==> config.mk <==
export PLATFORM = sky130hd
export DESIGN_NAME = sr_ctrl_debounce
export DESIGN_NICKNAME = d
export VERILOG_FILES = /design/src/rtl/sr_ctrl_pkg.sv /design/src/rtl/sr_debounce.sv /design/src/rtl/sr_ctrl_debounce.sv
export SDC_FILE = /design/constraint.sdc
export NUM_CORES = 1
export LEC_CHECK = 0
export ABC_AREA = 1
export BUFFER_PORTS_ARGS = -buffer_cell sky130_fd_sc_hd__buf_4
export CAP_MARGIN = 10
export CORE_MARGIN = 10
export CORE_UTILIZATION = 45
export DETAILED_ROUTE_END_ITERATION = 8
export PLACE_DENSITY_LB_ADDON = 0.1
export SYNTH_ARGS = -nofsm -noshare
export SYNTH_HDL_FRONTEND = slang
export SYNTH_SLANG_ARGS = --single-unit
==> constraint.sdc <==
create_clock -name clk -period 1.7 [get_ports clk]
set_clock_uncertainty 0.1 [all_clocks]
set_input_delay 0.425 -clock clk [delete_from_list [all_inputs] [get_ports clk]]
set_output_delay 0.425 -clock clk [all_outputs]
set_load 0.02 [all_outputs]
==> src/rtl/sr_ctrl_pkg.sv <==
// Shared types and constants for the sr_latch upstream controller.
package sr_ctrl_pkg;

    typedef enum logic [1:0] {
        IDLE,
        SET_PULSE,
        RST_PULSE,
        GAP
    } sr_state_t;

    localparam int GAP_CYCLES = 1;

endpackage

==> src/rtl/sr_debounce.sv <==
// One button path: 2-flop synchroniser, counter debounce, registered rising-edge request.
module sr_debounce
    import sr_ctrl_pkg::*;
#(
    parameter int DEBOUNCE_CYCLES = 4
) (
    input  logic clk,
    input  logic rst_n,
    input  logic btn_i,
    output logic req
);

    localparam int CNT_W = $clog2(DEBOUNCE_CYCLES + 1);
    localparam logic [CNT_W-1:0] CNT_LAST = CNT_W'(DEBOUNCE_CYCLES - 1);

    logic             sync_p0;
    logic             sync_p1;
    logic             vld_p0;
    logic             vld_p1;
    logic             level;
    logic             level_q;
    logic             armed;
    logic [CNT_W-1:0] cnt;

    // A button already held across reset must be seen released before it can request.
    always_ff @(posedge clk or negedge rst_n) begin
        if (!rst_n) begin
            sync_p0 <= 1'b0;
            sync_p1 <= 1'b0;
            vld_p0  <= 1'b0;
            vld_p1  <= 1'b0;
            level   <= 1'b0;
            level_q <= 1'b0;
            armed   <= 1'b0;
            cnt     <= '0;
            req     <= 1'b0;
        end else begin
            sync_p0 <= btn_i;
            sync_p1 <= sync_p0;
            vld_p0  <= 1'b1;
            vld_p1  <= vld_p0;
            if (vld_p1 && !sync_p1) begin
                armed <= 1'b1;
            end
            if (sync_p1 != level) begin
                if (cnt == CNT_LAST) begin
                    level <= sync_p1;
                    cnt   <= '0;
                end else begin
                    cnt <= cnt + CNT_W'(1);
                end
            end else begin
                cnt <= '0;
            end
            level_q <= level;
            req     <= level & ~level_q & armed;
        end
    end

endmodule

==> src/rtl/sr_ctrl_debounce.sv <==
// Debounced S/R pulse sequencer for sr_latch; S and R are never high together.
// Optional macro SR_PRIORITY_RESET_EN: on simultaneous requests reset wins instead of both dropping.
module sr_ctrl_debounce
    import sr_ctrl_pkg::*;
#(
    parameter int DEBOUNCE_CYCLES = 4,
    parameter int PULSE_CYCLES    = 2
) (
    input  logic clk,
    input  logic rst_n,
    input  logic set_btn_i,
    input  logic rst_btn_i,
    output logic S,
    output logic R,
    output logic busy,
    output logic conflict
);

    localparam int PCNT_W = $clog2(PULSE_CYCLES + GAP_CYCLES + 1);
    localparam logic [PCNT_W-1:0] PULSE_LAST = PCNT_W'(PULSE_CYCLES - 1);
    localparam logic [PCNT_W-1:0] GAP_LAST   = PCNT_W'(GAP_CYCLES - 1);

    sr_state_t         state;
    logic [PCNT_W-1:0] pcnt;
    logic              set_req;
    logic              rst_req;
    logic              set_pend;
    logic              rst_pend;
    logic              set_want;
    logic              rst_want;

    sr_debounce #(.DEBOUNCE_CYCLES(DEBOUNCE_CYCLES)) u_set_db (
        .clk   (clk),
        .rst_n (rst_n),
        .btn_i (set_btn_i),
        .req   (set_req)
    );

    sr_debounce #(.DEBOUNCE_CYCLES(DEBOUNCE_CYCLES)) u_rst_db (
        .clk   (clk),
        .rst_n (rst_n),
        .btn_i (rst_btn_i),
        .req   (rst_req)
    );

    assign set_want = set_req | set_pend;
    assign rst_want = rst_req | rst_pend;

    always_ff @(posedge clk or negedge rst_n) begin
        if (!rst_n) begin
            state    <= IDLE;
            pcnt     <= '0;
            set_pend <= 1'b0;
            rst_pend <= 1'b0;
            S        <= 1'b0;
            R        <= 1'b0;
            busy     <= 1'b0;
            conflict <= 1'b0;
        end else begin
            conflict <= 1'b0;
            // Requests seen while busy collapse into one pending bit per direction.
            if (state != IDLE) begin
                if (set_req) set_pend <= 1'b1;
                if (rst_req) rst_pend <= 1'b1;
            end
            case (state)
                IDLE: begin
                    if (set_want && rst_want) begin
                        conflict <= 1'b1;
                        set_pend <= 1'b0;
                        rst_pend <= 1'b0;
`ifdef SR_PRIORITY_RESET_EN
                        state    <= RST_PULSE;
                        R        <= 1'b1;
                        busy     <= 1'b1;
                        pcnt     <= '0;
`endif
                    end else if (set_want) begin
                        set_pend <= 1'b0;
                        state    <= SET_PULSE;
                        S        <= 1'b1;
                        busy     <= 1'b1;
                        pcnt     <= '0;
                    end else if (rst_want) begin
                        rst_pend <= 1'b0;
                        state    <= RST_PULSE;
                        R        <= 1'b1;
                        busy     <= 1'b1;
                        pcnt     <= '0;
                    end
                end
                SET_PULSE: begin
                    if (pcnt == PULSE_LAST) begin
                        state <= GAP;
                        S     <= 1'b0;
                        pcnt  <= '0;
                    end else begin
                        pcnt <= pcnt + PCNT_W'(1);
                    end
                end
                RST_PULSE: begin
                    if (pcnt == PULSE_LAST) begin
                        state <= GAP;
                        R     <= 1'b0;
                        pcnt  <= '0;
                    end else begin
                        pcnt <= pcnt + PCNT_W'(1);
                    end
                end
                GAP: begin
                    if (pcnt == GAP_LAST) begin
                        state <= IDLE;
                        busy  <= 1'b0;
                        pcnt  <= '0;
                    end else begin
                        pcnt <= pcnt + PCNT_W'(1);
                    end
                end
                default: begin
                    state <= IDLE;
                    S     <= 1'b0;
                    R     <= 1'b0;
                    busy  <= 1'b0;
                end
            endcase
        end
    end

endmodule

==> results of run 1 <==
synthesized netlist by cell type:
cell / instances
sky130_fd_sc_hd__xnor2_1: 2
sky130_fd_sc_hd__a21o_1: 2
sky130_fd_sc_hd__o21bai_1: 1
sky130_fd_sc_hd__nor2_4: 1
sky130_fd_sc_hd__nand3_2: 1
sky130_fd_sc_hd__nor2_1: 9
sky130_fd_sc_hd__inv_1: 21
sky130_fd_sc_hd__o21ai_0: 4
sky130_fd_sc_hd__conb_1: 1
sky130_fd_sc_hd__nor3b_1: 2
sky130_fd_sc_hd__nand2_1: 33
sky130_fd_sc_hd__o21a_1: 1
sky130_fd_sc_hd__a21oi_1: 2
sky130_fd_sc_hd__ha_1: 11
sky130_fd_sc_hd__dfrtp_1: 30
sky130_fd_sc_hd__o21ai_1: 2
sky130_fd_sc_hd__inv_2: 1
sky130_fd_sc_hd__a211oi_1: 2
sky130_fd_sc_hd__nand3_1: 8
sky130_fd_sc_hd__nand4_1: 1
sky130_fd_sc_hd__buf_4: 1
sky130_fd_sc_hd__nor3_1: 2
sky130_fd_sc_hd__nand2_2: 3
cell type report:
type	count	area [sq um]	share of cell area (%)
clock inverter	2	12.5	0.828
tap	31	38.8	2.57
multi-input combinational	88	513	33.9
inverter	22	82.6	5.46
clock buffer	6	51.3	3.39
sequential	30	751	49.7
timing repair buffer	8	62.6	4.14
registers in the layout (all words and copies together) (netlist names), 2 cells and up:
register / count
state: 2
pcnt: 2
u_rst_db.cnt: 3
u_set_db.cnt: 3
cell usage in the layout, fill, tap and decap left out:
| master | instances |
|---|---|
| sky130_fd_sc_hd__nor2_1 | 9 |
| sky130_fd_sc_hd__buf_4 | 7 |
| sky130_fd_sc_hd__inv_2 | 1 |
| sky130_fd_sc_hd__nor3b_1 | 2 |
| sky130_fd_sc_hd__dfrtp_1 | 30 |
| sky130_fd_sc_hd__inv_1 | 21 |
| sky130_fd_sc_hd__a21o_1 | 2 |
| sky130_fd_sc_hd__a21oi_1 | 2 |
| sky130_fd_sc_hd__clkbuf_8 | 1 |
| sky130_fd_sc_hd__clkinvlp_4 | 1 |
| sky130_fd_sc_hd__nor2_4 | 1 |
| sky130_fd_sc_hd__o21bai_1 | 1 |
| sky130_fd_sc_hd__nor3_1 | 2 |
| sky130_fd_sc_hd__dlygate4sd3_1 | 1 |
| sky130_fd_sc_hd__o21a_1 | 1 |
| sky130_fd_sc_hd__nand4_1 | 1 |
| sky130_fd_sc_hd__nand2_1 | 33 |
| sky130_fd_sc_hd__nand3_2 | 1 |
| sky130_fd_sc_hd__nand3_1 | 8 |
| sky130_fd_sc_hd__xnor2_1 | 2 |
| sky130_fd_sc_hd__nand2_2 | 3 |
| sky130_fd_sc_hd__clkinv_2 | 1 |
| sky130_fd_sc_hd__o21ai_1 | 2 |
| sky130_fd_sc_hd__a211oi_1 | 2 |
| sky130_fd_sc_hd__o21ai_0 | 4 |
| sky130_fd_sc_hd__ha_1 | 11 |
| sky130_fd_sc_hd__clkbuf_4 | 5 |
| sky130_fd_sc_hd__conb_1 | 1 |
worst max-delay path, cell delays in order, from the launching register on:
cell                      delay [ns]
sky130_fd_sc_hd__dfrtp_1        0.42
sky130_fd_sc_hd__inv_1          0.12
sky130_fd_sc_hd__ha_1           0.35
sky130_fd_sc_hd__nand2_1        0.11
sky130_fd_sc_hd__nand2_2        0.10
sky130_fd_sc_hd__nand2_2        0.09
sky130_fd_sc_hd__nand3_1        0.09
sky130_fd_sc_hd__nand2_1        0.05
worst max-delay path by stage:
stage / end / start / cells past startpoint
2_1_floorplan: state[0] / state[0] / 8
3_3_place_gp: state[1] / state[0] / 8
3_5_place_dp: state[0] / state[0] / 7
4_1_cts: state[0] / state[0] / 7
5_1_grt: state[0] / state[0] / 7
6_report: state[0] / state[0] / 7
cell families after synthesis:
family | count (synthesis) | share of synthesized area, %
AOI/OAI and AO/OA | 14 | 6.28
xor gates and xnor gates | 2 | 1.29
adders and majority gates | 11 | 10.2
buffers and inverters | 23 | 6.65
DFF | 30 | 55.5
other | 1 | 0.277
and+or+nand+nor | 60 | 19.9
stage by stage:
step                area (sq um)  std cells  power [mW]
floorplan                   1350        141        1.99
global placement            1440        178        2.25
detailed placement          1440        178        2.28
CTS                         1510        187        2.74
global route                1510        187        2.97
finish                      1510        187        2.69
where the power goes:
group          internal [mW]  switching [mW]
logic                  0.454           0.746
registers              0.923           0.127
clock network          0.199           0.244
total                   1.58            1.12
routing by layer:
layer	vias up	global-route usage, %	share of wire, %
met5	-	0	0
met2	12	12.5	43
met3	5	4.07	5.1
met1	408	9.95	50
li1	469	-	-
met4	0	5.04	1.4
==> results.rst, run 1 <==
.. list-table::
   :header-rows: 1

   * - Metric
     - Value
   * - Core utilization of the finished layout
     - 53.9%
   * - Instance count of the mapped netlist
     - 141
   * - Post-CTS Hold Fix Bufs
     - 1
   * - DPL Wire Length
     - 1530 um
   * - Routed length per instance
     - 10.8 um
   * - Startpoint of the tightest hold check path
     - set_btn_i
   * - Number of nets with antenna violations after routing
     - 0
   * - CTS Root Cell
     - sky130_fd_sc_hd__clkbuf_4
   * - Ratio of total power to cell area
     - 1780 mW/mm^2
   * - Fill cell instance count of the final layout
     - 254
   * - Min-Delay Path Depth
     - 1
   * - Core ar.
     - 0.00281 sq mm
   * - Global router's overall resource usage
     - 8.53%
   * - Required time of the worst setup path
     - 1.82 ns
   * - Post-Syn Area
     - 0.00135 sq mm
   * - # clock sinks
     - 30
   * - Highest net fanout along the worst path
     - 9
   * - DRC violation total after the first TritonRoute iteration
     - 31
   * - Startpoint types
     - flop
   * - Overall overflow remaining after global route
     - 0
   * - Synth unique cells
     - 23
   * - Worst setup slack after placement
     - 0.169 ns
   * - RSZ-0062 raised after global routing
     - no
   * - Via count of the routed design
     - 894
   * - Number of antenna diodes
     - 0
   * - Total of flip-flops plus latches after synthesis
     - 30
   * - Total die area
     - 0.00560 sq mm
   * - Weighted congestion at the end of routability-driven global placement
     - 0.780
   * - Run status
     - finished clean
   * - Setup total negative slack
     - 0 ns
   * - Clock buffer count from CTS
     - 5
   * - Buffer levels on the longest clock path
     - 2
   * - Source-to-sink clock delay at the later pin of the worst-skew pair
     - 0.32 ns
   * - Number of failing setup endpoints in the final timing report
     - 0
   * - FF-to-FF End
     - state[0]
   * - Synthesized Nets
     - 156
   * - Path type of the worst min-delay path
     - in -> reg
   * - Post-cts sizing count
     - 0
   * - Die Y
     - 74.9 um
   * - Peak Freq
     - 0.648 GHz
   * - Hold Fails Final Rpt
     - 0
   * - Sink of the worst hold path
     - u_set_db.sync_p0
   * - Count of final max-slew check failures
     - 0
   * - Pin count of the biggest net entering global routing
     - 31
   * - Tcrit/Tclk final
     - 90.8%
   * - Leading post-synthesis cells by cell area
     - sky130_fd_sc_hd__dfrtp_1 55%, sky130_fd_sc_hd__ha_1 10%, sky130_fd_sc_hd__nand2_1 9.1%, sky130_fd_sc_hd__inv_1 5.8%, sky130_fd_sc_hd__nand3_1 3.0%
   * - CP endpoint kind
     - flop
   * - Horizontal die dimension
     - 74.9 um
   * - Number of rows created at floorplan
     - 19
   * - Reg2reg setup slack
     - 0.16 ns
   * - Max rail drop VDD
     - 932 uV
   * - I/O Pins
     - 8
   * - Worst R2R Path Depth
     - 7
   * - Smallest hold slack
     - 0.102 ns
   * - Max-capacitance violation count
     - 0
   * - Antenna violations before repair
     - 0
   * - Synthesized area per cell
     - 9.60 sq um
   * - Reg-to-reg startpoint
     - state[0]
   * - Final WS setup
     - 0.156 ns
   * - Area Growth Syn to Fin
     - 11.6%
   * - Post-CTS setup-driven buffer insertion count
     - 0
   * - Static power due to leakage
     - 0.765 nW
   * - Warning count from the yosys run
     - 0
   * - Critical path type
     - reg -> reg
   * - Reg clk slew, reported paths
     - 0.09 ns
   * - Routed wire length
     - 2020 um
   * - Wire length of the first global-routing pass
     - 3620 um
   * - Clock tree from TritonCTS
     - built
   * - Number of buffers added on ports
     - 7
   * - Final critical delay including setup and external delays
     - 1.54 ns
   * - DRC violation count after routing
     - 0
   * - Cell taking the most area after synthesis
     - sky130_fd_sc_hd__dfrtp_1
   * - Vias in the first global route
     - 839
   * - Effective utilization at floorplan
     - 48.3%
   * - First-pass iteration count of the detailed router
     - 4
   * - Maximum level of the CTS H-tree
     - 2
   * - Seq/Total Area, Yosys
     - 55.5%
   * - Fraction of final layout cells sized beyond drive strength 1
     - 13.5%
   * - DR vias/cell
     - 4.78
   * - Area share of the largest cell type after synthesis
     - 55.5%
   * - Critical path data arrival time
     - 1.66 ns
   * - Post-layout net count
     - 170
Note: power is estimated with default switching activity, not from simulation.
==> run 2: changes to the inputs <==
--- a/config.mk
+++ b/config.mk
@@ -11,6 +11,7 @@
 export CORE_MARGIN = 10
 export CORE_UTILIZATION = 45
 export DETAILED_ROUTE_END_ITERATION = 8
+export MAX_ROUTING_LAYER = met4
 export PLACE_DENSITY_LB_ADDON = 0.1
 export SYNTH_ARGS = -nofsm -noshare
 export SYNTH_HDL_FRONTEND = slang
==> results.rst, run 2 (synthesis gave the netlist of run 1 again) <==
.. list-table::
   :header-rows: 1

   * - Metric
     - Value
   * - Routed wire length
     - 2020 um (about the same)
   * - Source-to-sink clock delay at the later pin of the worst-skew pair
     - 0.32 ns (about the same)
   * - Internal power
     - 1.58 mW (about the same)
   * - Number of buffers added on ports
     - 7 (unchanged)
   * - Post-CTS setup-driven buffer insertion count
     - 0 (unchanged)
   * - I/O Pins
     - 8 (unchanged)
   * - Peak Freq
     - 0.648 GHz (about the same)
   * - Count of final max-slew check failures
     - 0 (unchanged)
   * - Run status
     - finished clean
   * - Routed length per instance
     - 10.8 um (about the same)
   * - Clock group share of total power
     - 16.4% (about the same)
   * - Combinational share of power
     - 44.6% (about the same)
   * - Required time of the worst setup path
     - 1.82 ns (about the same)
   * - DRC violation count after routing
     - 0 (unchanged)
   * - Weighted congestion at the end of routability-driven global placement
     - 0.791 (+1.4%)
   * - Fraction of final layout cells sized beyond drive strength 1
     - 13.5% (unchanged)
   * - Die Y
     - 74.9 um (unchanged)
   * - Biggest regs
     - u_rst_db.cnt x3, u_set_db.cnt x3
   * - Vias in the first global route
     - 837 (-0.24%)
   * - Path type of the worst min-delay path
     - in -> reg
   * - Setup total negative slack
     - 0 ns (unchanged)
   * - Total die area
     - 0.00560 sq mm (unchanged)
   * - CP endpoint kind
     - flop
   * - Clock tree from TritonCTS
     - built
   * - Reg clk slew, reported paths
     - 0.09 ns (about the same)
   * - Total placed instance area
     - 0.00144 sq mm (unchanged)
   * - Tcrit/Tclk final
     - 90.8% (about the same)
   * - Startpoint types
     - flop
   * - Maximum level of the CTS H-tree
     - 2 (unchanged)
   * - Number of nets with antenna violations after routing
     - 0 (unchanged)
   * - Post-layout net count
     - 170 (unchanged)
   * - Reg2reg setup slack
     - 0.16 ns (about the same)
   * - # clock sinks
     - 30 (unchanged)
   * - GRT met2 Usage
     - 12.5% (unchanged)
   * - Finished Cell Area
     - 0.00151 sq mm (unchanged)
   * - Sequential share of power
     - 39.0% (about the same)
   * - GRT met1 Usage
     - 9.95% (unchanged)
   * - CTS Root Cell
     - sky130_fd_sc_hd__clkbuf_4
   * - Via count of the routed design
     - 896 (+0.22%)
   * - Most frequent cells in the layout
     - 33 x sky130_fd_sc_hd__nand2_1, 30 x sky130_fd_sc_hd__dfrtp_1, 21 x sky130_fd_sc_hd__inv_1
   * - Pin count of the biggest net entering global routing
     - 31 (unchanged)
   * - Buffer levels on the longest clock path
     - 2 (unchanged)
   * - DPL Wire Length
     - 1530 um (unchanged)
   * - Number of failing setup endpoints in the final timing report
     - 0 (unchanged)
   * - Core utilization of the finished layout
     - 53.9% (unchanged)
   * - Total area of multi-input combinational cells
     - 513 sq um (unchanged)
   * - Post-cts sizing count
     - 0 (unchanged)
   * - Overall overflow remaining after global route
     - 0 (unchanged)
   * - Number of rows created at floorplan
     - 19 (unchanged)
   * - Global router's overall resource usage
     - 8.87% (+0.34 points)
   * - Most congested layer reported by global routing
     - met2
   * - Total net switching power
     - 1.12 mW (about the same)
   * - Final WS setup
     - 0.156 ns (-0.00000300 ns)
   * - RSZ-0062 raised after global routing
     - no
   * - Sw Share
     - 41.5% (about the same)
   * - Wire length of the first global-routing pass
     - 3620 um (+0.19%)
   * - DRC violation total after the first TritonRoute iteration
     - 33 (+6.5%)
   * - Effective utilization at floorplan
     - 48.3% (unchanged)
   * - GR met3 Demand/Resource
     - 4.86% (+0.79 points)
   * - DR vias/cell
     - 4.79 (+0.22%)
   * - Critical path type
     - reg -> reg
   * - Max rail drop VDD
     - 932 uV (about the same)
   * - Area Growth Syn to Fin
     - 11.6% (unchanged)
   * - Critical path data arrival time
     - 1.66 ns (about the same)
   * - Antenna violations before repair
     - 0 (unchanged)
   * - Clock buffer count from CTS
     - 5 (unchanged)
   * - Worst setup slack after placement
     - 0.169 ns (unchanged)
   * - Static power due to leakage
     - 0.765 nW (unchanged)
   * - Hold Fails Final Rpt
     - 0 (unchanged)
   * - Ratio of total power to cell area
     - 1780 mW/mm^2 (about the same)
   * - Most common library cell in the layout ignoring fill and taps
     - sky130_fd_sc_hd__nand2_1
   * - Number of antenna diodes
     - 0 (unchanged)
   * - Horizontal die dimension
     - 74.9 um (unchanged)
   * - Fill cell instance count of the final layout
     - 254 (unchanged)
   * - First-pass iteration count of the detailed router
     - 4 (unchanged)
   * - Highest net fanout along the worst path
     - 9 (unchanged)
   * - Core ar.
     - 0.00281 sq mm (unchanged)
   * - Final critical delay including setup and external delays
     - 1.54 ns (+0.00000300 ns)
   * - Max-capacitance violation count
     - 0 (unchanged)
   * - Sequential cell area
     - 751 sq um (unchanged)
[run 2: metal layers]
metal | vias to the layer above | part of all wire, %
met5 | - | 0
met1 | 409 | 50
li1 | 470 | -
met4 | 0 | 1.4
met2 | 13 | 44
met3 | 4 | 4.4
[run 2: worst paths after layout]
path,end,from,depth (start not counted)
setup reg to reg,state[0],state[0],7
hold / removal,u_set_db.sync_p0,set_btn_i,1
hold reg to reg,u_set_db.sync_p1,u_set_db.sync_p0,0
max in group asynchronous,state[0],rst_n,2
setup / recovery,state[0],state[0],7
min in group asynchronous,pcnt[1],rst_n,2
[run 2: layout make-up]
| type | instances | share of cell area (%) |
|---|---|---|
| multi-input combinational | 88 | 33.9 |
| sequential | 30 | 49.7 |
| tap | 31 | 2.57 |
| clock buffer | 6 | 3.39 |
| inverter | 22 | 5.46 |
| timing repair buffer | 8 | 4.14 |
| clock inverter | 2 | 0.828 |
[run 2: repair_timing]
item                       4_1_cts  5_1_grt
hold endpoints to repair        30        0
hold buffers                     1        0
setup endpoints to repair        0        0
[run 2: power by group through the flow]
stage               Sequential, mW  Clock, mW  Combinational, mW
global placement              1.06          0               1.19
global route                  1.08      0.503               1.39
finish                        1.05      0.442               1.20
detailed placement            1.07          0               1.21
floorplan                     1.10          0              0.895
CTS                           1.05      0.465               1.22
[run 2: worst max-delay path, cell delays in order (launching register included)]
cell	delay, ns
sky130_fd_sc_hd__dfrtp_1	0.42
sky130_fd_sc_hd__inv_1	0.12
sky130_fd_sc_hd__ha_1	0.35
sky130_fd_sc_hd__nand2_1	0.11
sky130_fd_sc_hd__nand2_2	0.10
sky130_fd_sc_hd__nand2_2	0.09
sky130_fd_sc_hd__nand3_1	0.09
sky130_fd_sc_hd__nand2_1	0.05
[run 2: per-stage QoR]
step / total power [mW] / hold WS, ns / std cells
floorplan: 1.99 / 0.0294 / 141
global placement: 2.25 / 0.231 / 178
detailed placement: 2.28 / 0.235 / 178
CTS: 2.74 / 0.0787 / 187
global route: 2.97 / 0.0566 / 187
finish: 2.69 / 0.102 / 187
==> run 3: changes to the inputs <==
--- a/config.mk
+++ b/config.mk
@@ -13,6 +13,7 @@
 export DETAILED_ROUTE_END_ITERATION = 8
 export MAX_ROUTING_LAYER = met4
 export PLACE_DENSITY_LB_ADDON = 0.1
+export REMOVE_ABC_BUFFERS = 1
 export SYNTH_ARGS = -nofsm -noshare
 export SYNTH_HDL_FRONTEND = slang
 export SYNTH_SLANG_ARGS = --single-unit
==> results.rst, run 3 (synthesis gave the netlist of run 1 again) <==
.. list-table::
   :header-rows: 1

   * - Metric
     - Value
   * - DPL Wire Length
     - 1560 um (+2.1%)
   * - Area Growth Syn to Fin
     - 11.6% (about the same)
   * - Effective utilization at floorplan
     - 48.3% (unchanged)
   * - CTS Root Cell
     - sky130_fd_sc_hd__clkbuf_4
   * - Post-layout net count
     - 170 (unchanged)
   * - I/O Pins
     - 8 (unchanged)
   * - Number of nets with antenna violations after routing
     - 0 (unchanged)
   * - Overall overflow remaining after global route
     - 0 (unchanged)
   * - DRC violation total after the first TritonRoute iteration
     - 12 (-64%)
   * - Clock buffer count from CTS
     - 5 (unchanged)
   * - Clock tree from TritonCTS
     - built
   * - Final critical delay including setup and external delays
     - 1.53 ns (-0.0184 ns)
   * - Horizontal die dimension
     - 74.9 um (unchanged)
   * - Source-to-sink clock delay at the later pin of the worst-skew pair
     - 0.32 ns (about the same)
   * - Fraction of final layout cells sized beyond drive strength 1
     - 13.5% (unchanged)
   * - Pin count of the biggest net entering global routing
     - 31 (unchanged)
   * - Number of buffers added on ports
     - 7 (unchanged)
   * - GR met3 Demand/Resource
     - 4.07% (-0.79 points)
   * - Library cell appearing most often on the critical path
     - sky130_fd_sc_hd__nand2_1
   * - Most frequent cells in the layout
     - 33 x sky130_fd_sc_hd__nand2_1, 30 x sky130_fd_sc_hd__dfrtp_1, 21 x sky130_fd_sc_hd__inv_1
   * - Peak Freq
     - 0.656 GHz (+1.2%)
   * - DR vias/cell
     - 4.84 (+1.0%)
   * - First-pass iteration count of the detailed router
     - 4 (unchanged)
   * - FF-to-FF End
     - state[0]
   * - Min-Delay Path Depth
     - 1 (unchanged)
   * - Post-CTS setup-driven buffer insertion count
     - 0 (unchanged)
   * - Vias in the first global route
     - 868 (+3.7%)
   * - Max-capacitance violation count
     - 0 (unchanged)
   * - Reg2reg setup slack
     - 0.17 ns (+0.02 ns)
   * - Required time of the worst setup path
     - 1.81 ns (about the same)
   * - Critical path type
     - reg -> reg
   * - Maximum level of the CTS H-tree
     - 2 (unchanged)
   * - Path type of the worst min-delay path
     - in -> reg
   * - CP bufs+invs
     - 2 (+1)
   * - Cell family with the largest share of critical-path delay
     - flip-flops
   * - Critical Path Max Stage Delay
     - 0.42 ns (about the same)
   * - Startpoint types
     - flop
   * - Tcrit/Tclk final
     - 89.7% (-1.1 points)
   * - Static power due to leakage
     - 0.765 nW (about the same)
   * - Critical path data arrival time
     - 1.64 ns (-0.02 ns)
   * - Routed length per instance
     - 11.3 um (+4.2%)
   * - DRC violation count after routing
     - 0 (unchanged)
   * - Number of cells in the finished layout apart from fillers
     - 187 (unchanged)
   * - Max rail drop VDD
     - 783 uV (-16%)
   * - Total placed cells including tap cells
     - 178 (unchanged)
   * - Total die area
     - 0.00560 sq mm (unchanged)
   * - Fill cell instance count of the final layout
     - 261 (+2.8%)
   * - Setup total negative slack
     - 0 ns (unchanged)
   * - Hold Fails Final Rpt
     - 0 (unchanged)
   * - Run status
     - finished clean
   * - Worst R2R Path Depth
     - 8 (+1)
   * - Core ar.
     - 0.00281 sq mm (unchanged)
   * - Routed wire length
     - 2110 um (+4.2%)
   * - Reg-to-reg startpoint
     - state[1]
   * - Count of final max-slew check failures
     - 0 (unchanged)
   * - Number of failing setup endpoints in the final timing report
     - 0 (unchanged)
   * - # clock sinks
     - 30 (unchanged)
   * - Number of antenna diodes
     - 0 (unchanged)
   * - Total area of multi-input combinational cells
     - 515 sq um (+0.49%)
   * - GRT met2 Usage
     - 13.9% (+1.4 points)
   * - Highest net fanout along the worst path
     - 4 (-5)
   * - Ratio of total power to cell area
     - 1800 mW/mm^2 (+0.81%)
   * - CP endpoint kind
     - flop
   * - Most common library cell in the layout ignoring fill and taps
     - sky130_fd_sc_hd__nand2_1
   * - Global router's overall resource usage
     - 9.07% (+0.20 points)
   * - Wire length of the first global-routing pass
     - 3740 um (+3.2%)
   * - Critical-path cell with the highest stage delay
     - sky130_fd_sc_hd__dfrtp_1
   * - Sequential cell area
     - 751 sq um (unchanged)
   * - GRT met1 Usage
     - 9.81% (-0.14 points)
   * - Via count of the routed design
     - 905 (+1.0%)
   * - RSZ-0062 raised after global routing
     - no
   * - Most congested layer reported by global routing
     - met2
   * - Sink of the worst hold path
     - u_set_db.sync_p0
   * - Biggest regs
     - u_rst_db.cnt x3, u_set_db.cnt x3
   * - Die Y
     - 74.9 um (unchanged)
   * - Weighted congestion at the end of routability-driven global placement
     - 0.795 (+0.49%)
   * - Antenna violations before repair
     - 0 (unchanged)
   * - Reg clk slew, reported paths
     - 0.09 ns (about the same)
   * - Critical path, cell by cell
     - inv_1, ha_2, nand2_1, nand2_1, inv_1, nand3_1, nand2_1, nand2_1
   * - Buffer levels on the longest clock path
     - 2 (unchanged)
   * - Startpoint of the tightest hold check path
     - set_btn_i
   * - Number of rows created at floorplan
     - 19 (unchanged)
run 3: cell count changes in the layout (fill, tap and decap cells not counted), sizes merged:
cell	before	now
clkbuf	6	7
clkinvlp	1	0
run 3: cell type report:
type	count	share of cell area [%]
Clock buffer	7	3.65
Sequential cell	30	49.7
Multi-Input combinational cell	88	34.1
Inverter	22	5.47
Tap cell	31	2.57
Clock inverter	1	0.331
Timing Repair Buffer	8	4.14
run 3: how the worst max path moves through the flow:
stage	cells past startpoint	slack [ns]	endpoint	start
2_1_floorplan	7	0.31	busy	state[0]
3_3_place_gp	8	0.21	state[0]	state[0]
3_5_place_dp	7	0.15	state[1]	state[1]
4_1_cts	7	0.14	state[0]	state[1]
5_1_grt	8	0.1	state[0]	state[0]
6_report	8	0.17	state[0]	state[1]
run 3: metrics by stage:
step                      setup WS [ns]  hold slack (ns)  cell area (sq um)  utilization [%]  total power, mW
after floorplan                   0.312           0.0294               1350                -             1.98
after global placement            0.208            0.231               1440             51.2             2.25
after detailed placement          0.150            0.239               1440             51.2             2.29
after CTS                         0.140           0.0878               1510             53.7             2.74
after global routing             0.0960           0.0752               1510             53.8             2.98
final                             0.175            0.111               1510             53.8             2.71
run 3: power by group:
part / internal [mW] / switching [mW] / total (mW)
registers: 0.923 / 0.128 / 1.05
clock network: 0.200 / 0.231 / 0.431
logic: 0.464 / 0.766 / 1.23
run 3: what timing repair did:
action	in CTS	in global routing
resized for setup	0	1
endpoints found under the setup margin	0	2
endpoints found under the hold margin	30	0
hold buffers	1	0
run 3: metal layers:
| layer | up-vias | wire (um) |
|---|---|---|
| met5 | - | 0 |
| met2 | 13 | 976 |
| met4 | 0 | 27 |
| met1 | 423 | 987 |
| li1 | 464 | - |
| met3 | 5 | 115 |
